`config.mk`:
```
export PLATFORM = sky130hd
export DESIGN_NAME = axi4l_stream_fifo
export DESIGN_NICKNAME = d
export VERILOG_FILES = /design/src/rtl/axi4l_stream_fifo.sv
export SDC_FILE = /design/constraint.sdc
export NUM_CORES = 1
export LEC_CHECK = 0
export BUFFER_PORTS_ARGS = -buffer_cell sky130_fd_sc_hd__buf_2
export CORE_AREA = 2 2 260 236
export CTS_BUF_LIST = sky130_fd_sc_hd__clkbuf_8 sky130_fd_sc_hd__clkbuf_16
export DETAILED_ROUTE_END_ITERATION = 6
export DIE_AREA = 0 0 262 238
export HOLD_SLACK_MARGIN = 0.08
export MAX_ROUTING_LAYER = met4
export PLACE_DENSITY = 0.63
export SLEW_MARGIN = 20
export SYNTH_ARGS = -nofsm -noshare
export SYNTH_HDL_FRONTEND = slang
export SYNTH_SLANG_ARGS = --single-unit
export TNS_END_PERCENT = 20
```
`constraint.sdc`:
```
create_clock -name aclk -period 6.5 [get_ports aclk]
set_clock_uncertainty 0.1 [all_clocks]
set_input_delay 0.325 -clock aclk [delete_from_list [all_inputs] [get_ports aclk]]
set_output_delay 0.325 -clock aclk [all_outputs]
set_load 0.05 [all_outputs]
```
`src/rtl/axi4l_stream_fifo.sv`:
```
// AXI4-lite slave bridging single-register writes into a TX stream FIFO and
// single-register reads out of an RX stream FIFO, with sticky overflow and
// underflow flags.

// Circular buffer of 32-bit words with occupancy count; the head reads as 0 when empty.
module axi4l_stream_fifo_buf #(
    parameter int DEPTH = 8,
    parameter int LW    = $clog2(DEPTH) + 1
) (
    input  logic          aclk,
    input  logic          areset_n,
    input  logic          push,
    input  logic [31:0]   push_data,
    input  logic          pop,
    output logic [31:0]   head,
    output logic [LW-1:0] level
);
    localparam int AW = $clog2(DEPTH);

    logic [31:0]   mem [DEPTH];
    logic [AW-1:0] wr_ptr;
    logic [AW-1:0] rd_ptr;
    logic          do_push;
    logic          do_pop;

    // Guards keep the level inside 0..DEPTH even if a caller misbehaves.
    assign do_push = push && (level != LW'(DEPTH));
    assign do_pop  = pop && (level != '0);
    assign head    = (level != '0) ? mem[rd_ptr] : '0;

    // Pointers wrap naturally because DEPTH is a power of two.
    always_ff @(posedge aclk or negedge areset_n) begin
        if (!areset_n) begin
            wr_ptr <= '0;
            rd_ptr <= '0;
            level  <= '0;
        end else begin
            if (do_push) wr_ptr <= wr_ptr + AW'(1);
            if (do_pop)  rd_ptr <= rd_ptr + AW'(1);
            level <= level + LW'(do_push) - LW'(do_pop);
        end
    end

    // Storage needs no reset: the level masks stale contents.
    always_ff @(posedge aclk) begin
        if (do_push) mem[wr_ptr] <= push_data;
    end
endmodule

module axi4l_stream_fifo #(
    parameter int DEPTH = 8,
    parameter int LW    = $clog2(DEPTH) + 1
) (
    input  logic          aclk,
    input  logic          areset_n,
    input  logic          awvalid,
    output logic          awready,
    input  logic [2:0]    awprot,
    input  logic          wvalid,
    output logic          wready,
    input  logic [31:0]   wdata,
    input  logic [3:0]    wstrb,
    output logic          bvalid,
    input  logic          bready,
    output logic [1:0]    bresp,
    input  logic          arvalid,
    output logic          arready,
    input  logic [2:0]    arprot,
    output logic          rvalid,
    input  logic          rready,
    output logic [31:0]   rdata,
    output logic [1:0]    rresp,
    output logic          tx_valid_o,
    input  logic          tx_ready_i,
    output logic [31:0]   tx_data_o,
    input  logic          rx_valid_i,
    output logic          rx_ready_o,
    input  logic [31:0]   rx_data_i,
    output logic [LW-1:0] tx_level_o,
    output logic [LW-1:0] rx_level_o,
    output logic          tx_ovf_o,
    output logic          rx_udf_o
);
    logic        aw_set;
    logic        w_set;
    logic        ar_set;
    logic [31:0] wdata_q;
    logic [3:0]  wstrb_q;
    logic [31:0] tx_word;
    logic [31:0] rx_head;
    logic        wr_eval;
    logic        tx_full;
    logic        tx_push;
    logic        tx_pop;
    logic        rx_push;
    logic        rx_pop;
    logic        ar_hs;
    logic        unused_prot;

    assign unused_prot = ^{awprot, arprot};

    assign awready = !aw_set;
    assign wready  = !w_set;
    assign arready = !ar_set;

    // A write is judged exactly once: both halves captured and no response outstanding.
    assign wr_eval = aw_set && w_set && !bvalid;
    assign tx_full = (tx_level_o == LW'(DEPTH));
    assign tx_push = wr_eval && !tx_full && (wstrb_q != 4'b0000);

    assign tx_valid_o = (tx_level_o != '0);
    assign tx_pop     = tx_valid_o && tx_ready_i;
    assign rx_ready_o = (rx_level_o != LW'(DEPTH));
    assign rx_push    = rx_valid_i && rx_ready_o;
    assign ar_hs      = arvalid && arready;
    assign rx_pop     = ar_hs && (rx_level_o != '0);

    // Bytes with a clear strobe bit are zeroed before entering the TX FIFO.
    always_comb begin
        tx_word = '0;
        for (int i = 0; i < 4; i++)
            tx_word[8*i +: 8] = wstrb_q[i] ? wdata_q[8*i +: 8] : 8'h00;
    end

    // Write channel: independent AW/W capture, one evaluation, B held until accepted.
    always_ff @(posedge aclk or negedge areset_n) begin
        if (!areset_n) begin
            aw_set   <= 1'b0;
            w_set    <= 1'b0;
            wdata_q  <= '0;
            wstrb_q  <= '0;
            bvalid   <= 1'b0;
            bresp    <= 2'b00;
            tx_ovf_o <= 1'b0;
        end else if (bvalid && bready) begin
            aw_set <= 1'b0;
            w_set  <= 1'b0;
            bvalid <= 1'b0;
        end else begin
            if (awvalid && awready) aw_set <= 1'b1;
            if (wvalid && wready) begin
                w_set   <= 1'b1;
                wdata_q <= wdata;
                wstrb_q <= wstrb;
            end
            if (wr_eval) begin
                bvalid <= 1'b1;
                bresp  <= tx_full ? 2'b10 : 2'b00;
                if (tx_full) tx_ovf_o <= 1'b1;
            end
        end
    end

    // Read channel: the RX head is popped on the AR handshake and held in rdata until R completes.
    always_ff @(posedge aclk or negedge areset_n) begin
        if (!areset_n) begin
            ar_set   <= 1'b0;
            rvalid   <= 1'b0;
            rdata    <= '0;
            rresp    <= 2'b00;
            rx_udf_o <= 1'b0;
        end else if (rvalid && rready) begin
            ar_set <= 1'b0;
            rvalid <= 1'b0;
        end else if (ar_hs) begin
            ar_set <= 1'b1;
            rvalid <= 1'b1;
            if (rx_level_o != '0) begin
                rdata <= rx_head;
                rresp <= 2'b00;
            end else begin
                rdata    <= '0;
                rresp    <= 2'b10;
                rx_udf_o <= 1'b1;
            end
        end
    end

    axi4l_stream_fifo_buf #(.DEPTH(DEPTH), .LW(LW)) u_tx_fifo (
        .aclk      (aclk),
        .areset_n  (areset_n),
        .push      (tx_push),
        .push_data (tx_word),
        .pop       (tx_pop),
        .head      (tx_data_o),
        .level     (tx_level_o)
    );

    axi4l_stream_fifo_buf #(.DEPTH(DEPTH), .LW(LW)) u_rx_fifo (
        .aclk      (aclk),
        .areset_n  (areset_n),
        .push      (rx_push),
        .push_data (rx_data_i),
        .pop       (rx_pop),
        .head      (rx_head),
        .level     (rx_level_o)
    );
endmodule

```
* After elaboration in Yosys (flattened, before gate mapping) *
Memories as Yosys holds them, arrays and structs flattened.
Cells that the tools add are included.

word-level totals
  register bits = 98
  latch bits = 0
  bits in writable memories = 512
  ROM bits = 0
  output and inout port bits = 85
  memories = 2

cells by class
  add/subtract/negate cells = 8
  multipliers = 0
  div/mod/pow operators = 0
  magnitude comparators = 0
  equal/unequal tests = 3
  shift-type cells = 0
  multiplexer cells = 20
  bitwise logic cells = 3
  reductions and logical operators = 33

memory list
  memory         words  bits a word  read ports  clocked after memory_dff  write ports  RTL line  text
  u_rx_fifo.mem  8      32           1           0                         1            20        logic [31:0] mem [DEPTH];
  u_tx_fifo.mem  8      32           1           0                         1            20

operator list
  kind                   number
  $mux W32               2
  $mux W8                4
  $logic_and A1 B1 Y1    16
  $add A3 B1 Y3 const B  4
  $mux W1                12
  $reduce_bool A4 Y1     3
  $add A4 B1 Y4          2
  $ne A4 B4 Y1 const B   2
  $reduce_bool A2 Y1     4
  $sub A4 B1 Y4          2
  $reduce_and A2 Y1      3
  $reduce_and A3 Y1      2
  $logic_not A1 Y1       5
  $eq A4 B4 Y1 const B   1
  $mux W2                2
  $not A1 Y1             3

* Logic depth before layout (Yosys ltp) *
  word-level depth = 7
  gate-level depth with buffers = 12

* Modules after synthesis *
Synthesis repeated with hierarchy kept, for this count alone.

unflattened totals
  cells, all modules = 1078
  area total of the unflattened synthesis = 23737.8 um2

modules (own cells, without submodules)
  module                 times used  cells an instance  area each (um2)  seq. area each (um2)
  axi4l_stream_fifo_buf  2           430                10264.8          7937.6
  axi4l_stream_fifo      1           218                3208.1           1901.8

* Least setup slack after synthesis *
No wires, ideal clock.

  path type = register to register
  start = register u_tx_fifo.level[2]
  end = memory u_tx_fifo.mem[0][0] (enable)
  library setup time = 0.501 ns
  arrival time = 4.393 ns
  data required time = 5.899 ns
  path slack = 1.506 ns
  cell stages (with the launch flop) = 6
  path buffers = 0
  cells stage by stage = dfrtp_1 -> inv_1 -> ha_1 -> or3b_1 -> nand3_4 -> nor4_1

between the ends
  cells in the longest elaborated chain, start to end = 7
  elaborated cells between the ends (all ways) = 8

RTL lines
  item                               RTL line  text
  start, declared                    16        output logic [LW-1:0] level
  start signal, assigned             40        level <= level + LW'(do_push) - LW'(do_pop);
  $eq A4 B4 Y1                       108       assign tx_full = (tx_level_o == LW'(DEPTH));
  $logic_not A1 Y1                   109       assign tx_push = wr_eval && !tx_full && (wstrb_q != 4'b0000);
  $logic_and A1 B1 Y1 (2 in a row)   109
  $logic_and A1 B1 Y1 (*)            27        assign do_push = push && (level != LW'(DEPTH));
  $mux W1 (*)                        46        if (do_push) mem[wr_ptr] <= push_data;
  $mux W1 (implied by the code) (*)  46
  end, declared                      20

Mark *: on every way between the ends. The rest lies on a longest branch, timed or not.

* Final worst setup path *
  start = register u_tx_fifo.rd_ptr[0]
  end = output port tx_data_o[4]

between the ends
  cells in the longest elaborated chain, start to end = 2

RTL lines
  item                    RTL line  text
  start, declared         22        logic [AW-1:0] rd_ptr;
  start signal, assigned  39        if (do_pop) rd_ptr <= rd_ptr + AW'(1);
  $mem_v2 Z8 W32          n/a
  $mux W32                29        assign head = (level != '0) ? mem[rd_ptr] : '0;
  end, declared           75        output logic [31:0] tx_data_o,

No other way between the ends.

==> results.cfg <==
[outcome]
outcome = finished, final reports clean

[route]
drc = 0
drt_pass1_iterations = 5
totalWireLength_um = 51000
viasPerCell = 5.12
routedWlPerCell_um = 22.0
drt_iter0_markers = 855
ant_nets = 0
vias = 11854

[floorplanning]
start_util = 0.397
fp-row-count = 85
io_pins = 168
die_y_um = 238
design.core.area_mm2 = 0.0596
dieArea_mm2 = 0.0624
die_w_um = 262

[sta]
slew_violations = 0
setup_viol = 0
hold_viol_final = 0
worst_slew_pin_slew_ps = 941
fin_setup_tns_ps = 0
finalCritPeriodShare = 0.565
fmax_ghz = 0.272
rsz0062_at_grt = no
period_minus_slack_ps = 3680
max-slew-margin-rel = 0.371

[critical_path]
cp_slowest_cell = dfrtp_4
timing.rr.start = u_tx_fifo.level[2]
worst-r2r-cell-count = 12
critPathArrivalTime_ps = 3250
slowest_delay_ps = 900
worstPathRequired_ps = 6070
crit_path_start_kind = flip-flop
crit_fanout = 36
reg2reg_slack_ps = 3550
critPathKind = reg -> out
cp_top_family = flip-flops
worstReg2RegEnd = u_tx_fifo.level[2]
worstPathBufferInverterCount = 2
path_cells = buf_4, mux4_2, mux2i_1, nor2_1, buf_2
endpoint_kind = primary output

[finish]
stdcell_area_mm2 = 0.0283
area_growth_pct = 19.7
final_common_cell = edfxtp_1
layout.cells.non_filler = 2313
drive_gt1_frac = 0.303
final_cell_mix = 512 x edfxtp_1, 158 x buf_2, 96 x mux4_2, 92 x dfrtp_1, 76 x dlygate4sd3_1
layout.nets = 1575

[placed_design]
hpwl_um = 27900
port_buffers = 159
placed_area_mm2 = 0.0254
dp.cells = 2117
gp_congestion = 0.707

[cts]
cts_setup_buffers = 0
cts.root.buffer_cell = clkbuf_16
cts.path.max_buffers = 3
clkSlewWorstSetupHoldPaths_ps = 60
numClockSinks = 608
htreeDepth = 2
cts_resized = 0
cts_tree = done
cts-buffers-inserted = 61
clk_latency_ps = 600

[grt]
gr-usage-all-layers = 0.170
first_global_vias = 12762
antenna_found_initial = 4
grt_max_degree = 64
grt_pass1_wl_um = 76600
grt_overflow = 0

[hold_path]
hp-class = in -> async

[power_and_ir_drop]
p_leak_uw = 0.0101
vdd_drop_max_v = 0.000293
power_density_mw_per_mm2 = 498

[logic_synthesis]
ys_seq_area_frac = 0.751
synth-seq-cells = 608
synth_area_mm2 = 0.0237
syn_avg_cell_area_um2 = 19.6
async_flop_share = 0.158
synthFlopType = edfxtp_1
synthCells = 1205
synth_edf_count = 512
synth_warnings = 0
yosysUniqueCellTypes = 44

[job]
cap_violations = 0
==> per-layer routing <==
layer / vias up / wire length [um] / track usage
met5: - / 0 / -
met4: 0 / 751 / 0.0375
met3: 64 / 2990 / 0.0366
met2: 282 / 26400 / 0.293
met1: 6221 / 20900 / 0.205
li1: 5287 / - / -
==> cell usage after synthesis (5+ instances only) <==
library cell	count	area (um^2)
buf_2	22	110
o31ai_2	12	150
o22ai_1	32	200
nand2_1	39	146
and2_1	33	206
xnor2_1	8	70.1
ha_1	16	200
buf_6	11	124
mux2i_1	32	320
nor3_1	6	30.0
nand2b_1	8	50.1
mux4_2	96	2160
dfrtp_1	96	2400
clkbuf_1	17	63.8
mux2_2	45	507
edfxtp_1	512	15400
o31ai_1	20	150
inv_1	20	75.1
nor2_1	73	274
buf_4	5	37.5
mux2_1	59	664
==> through the flow <==
step | setup WS, ps | utilization | total power [uW] | hold slack, ps
floorplan | 1510 | - | 9260 | -70.6
global placement | 3310 | 0.426 | 10400 | 204
detailed placement | 3300 | 0.426 | 10600 | 204
CTS | 2630 | 0.475 | 14300 | 103
global route | 2500 | 0.476 | 14800 | 138
finish | 2820 | 0.476 | 14100 | 111
==> worst max path at each step <==
stage	startpoint	endpoint	slack [ps]	cells after the start
2_1_floorplan	u_tx_fifo.level[2]	u_tx_fifo.mem[0][0]	1510	5
3_3_place_gp	u_tx_fifo.rd_ptr[0]	tx_data_o[31]	3310	5
3_5_place_dp	u_tx_fifo.rd_ptr[0]	tx_data_o[31]	3300	5
4_1_cts	u_tx_fifo.rd_ptr[0]	tx_data_o[31]	2630	5
5_1_grt	u_tx_fifo.rd_ptr[0]	tx_data_o[4]	2500	5
6_report	u_tx_fifo.rd_ptr[0]	tx_data_o[4]	2820	5
==> what timing repair did <==
action	CTS	global route
endpoints found under the setup margin	0	0
hold buffers	76	0
hold endpoints to repair	329	0
==> final cells by class <==
class | count | area [um^2]
clock buffer | 69 | 1640
multi-input combinational | 516 | 5530
antenna | 4 | 10.0
inverter | 22 | 82.6
fill | 5024 | 31200
tap | 783 | 980
clock inverter | 46 | 500
timing repair buffer | 265 | 1800
sequential | 608 | 17800
==> registers in the layout, summed over array words and instances, names as in the netlist <==
register	flops
u_rx_fifo.mem	256
wdata_q	32
bvalid	1
u_tx_fifo.rd_ptr	3
u_rx_fifo.rd_ptr	3
tx_ovf_o	1
u_rx_fifo.level	4
u_tx_fifo.mem	256
u_tx_fifo.level	4
rx_udf_o	1
u_rx_fifo.wr_ptr	3
u_tx_fifo.wr_ptr	3
rresp	1
wstrb_q	4
aw_set	1
rdata	32
ar_set	1
bresp	1
w_set	1
==> cells by family (layout without fill, tap and decap cells) <==
family	count (synthesis)	after routing	synth area share
compound gates	74	74	0.0239
xor+xnor	12	12	0.00444
fa+ha+maj	18	18	0.0101
buf+inv	82	402	0.0199
flops	608	608	0.751
mux	232	232	0.154
other cells	1	6	0.000158
simple gates	178	178	0.0361
==> where the power goes <==
group	switching, uW	internal, uW
sequential	486	5230
clock	1440	2230
combinational	3090	1630
==> worst register-to-register path: stages (launching register included) <==
cell,delay [ps]
dfrtp_1,370
inv_1,110
ha_1,160
and3_1,140
buf_4,410
inv_2,120
and2_1,300
ha_1,320
inv_1,50
ha_1,160
inv_1,60
fa_1,400
xnor2_1,130
Power figures use the tool's default switching activity.
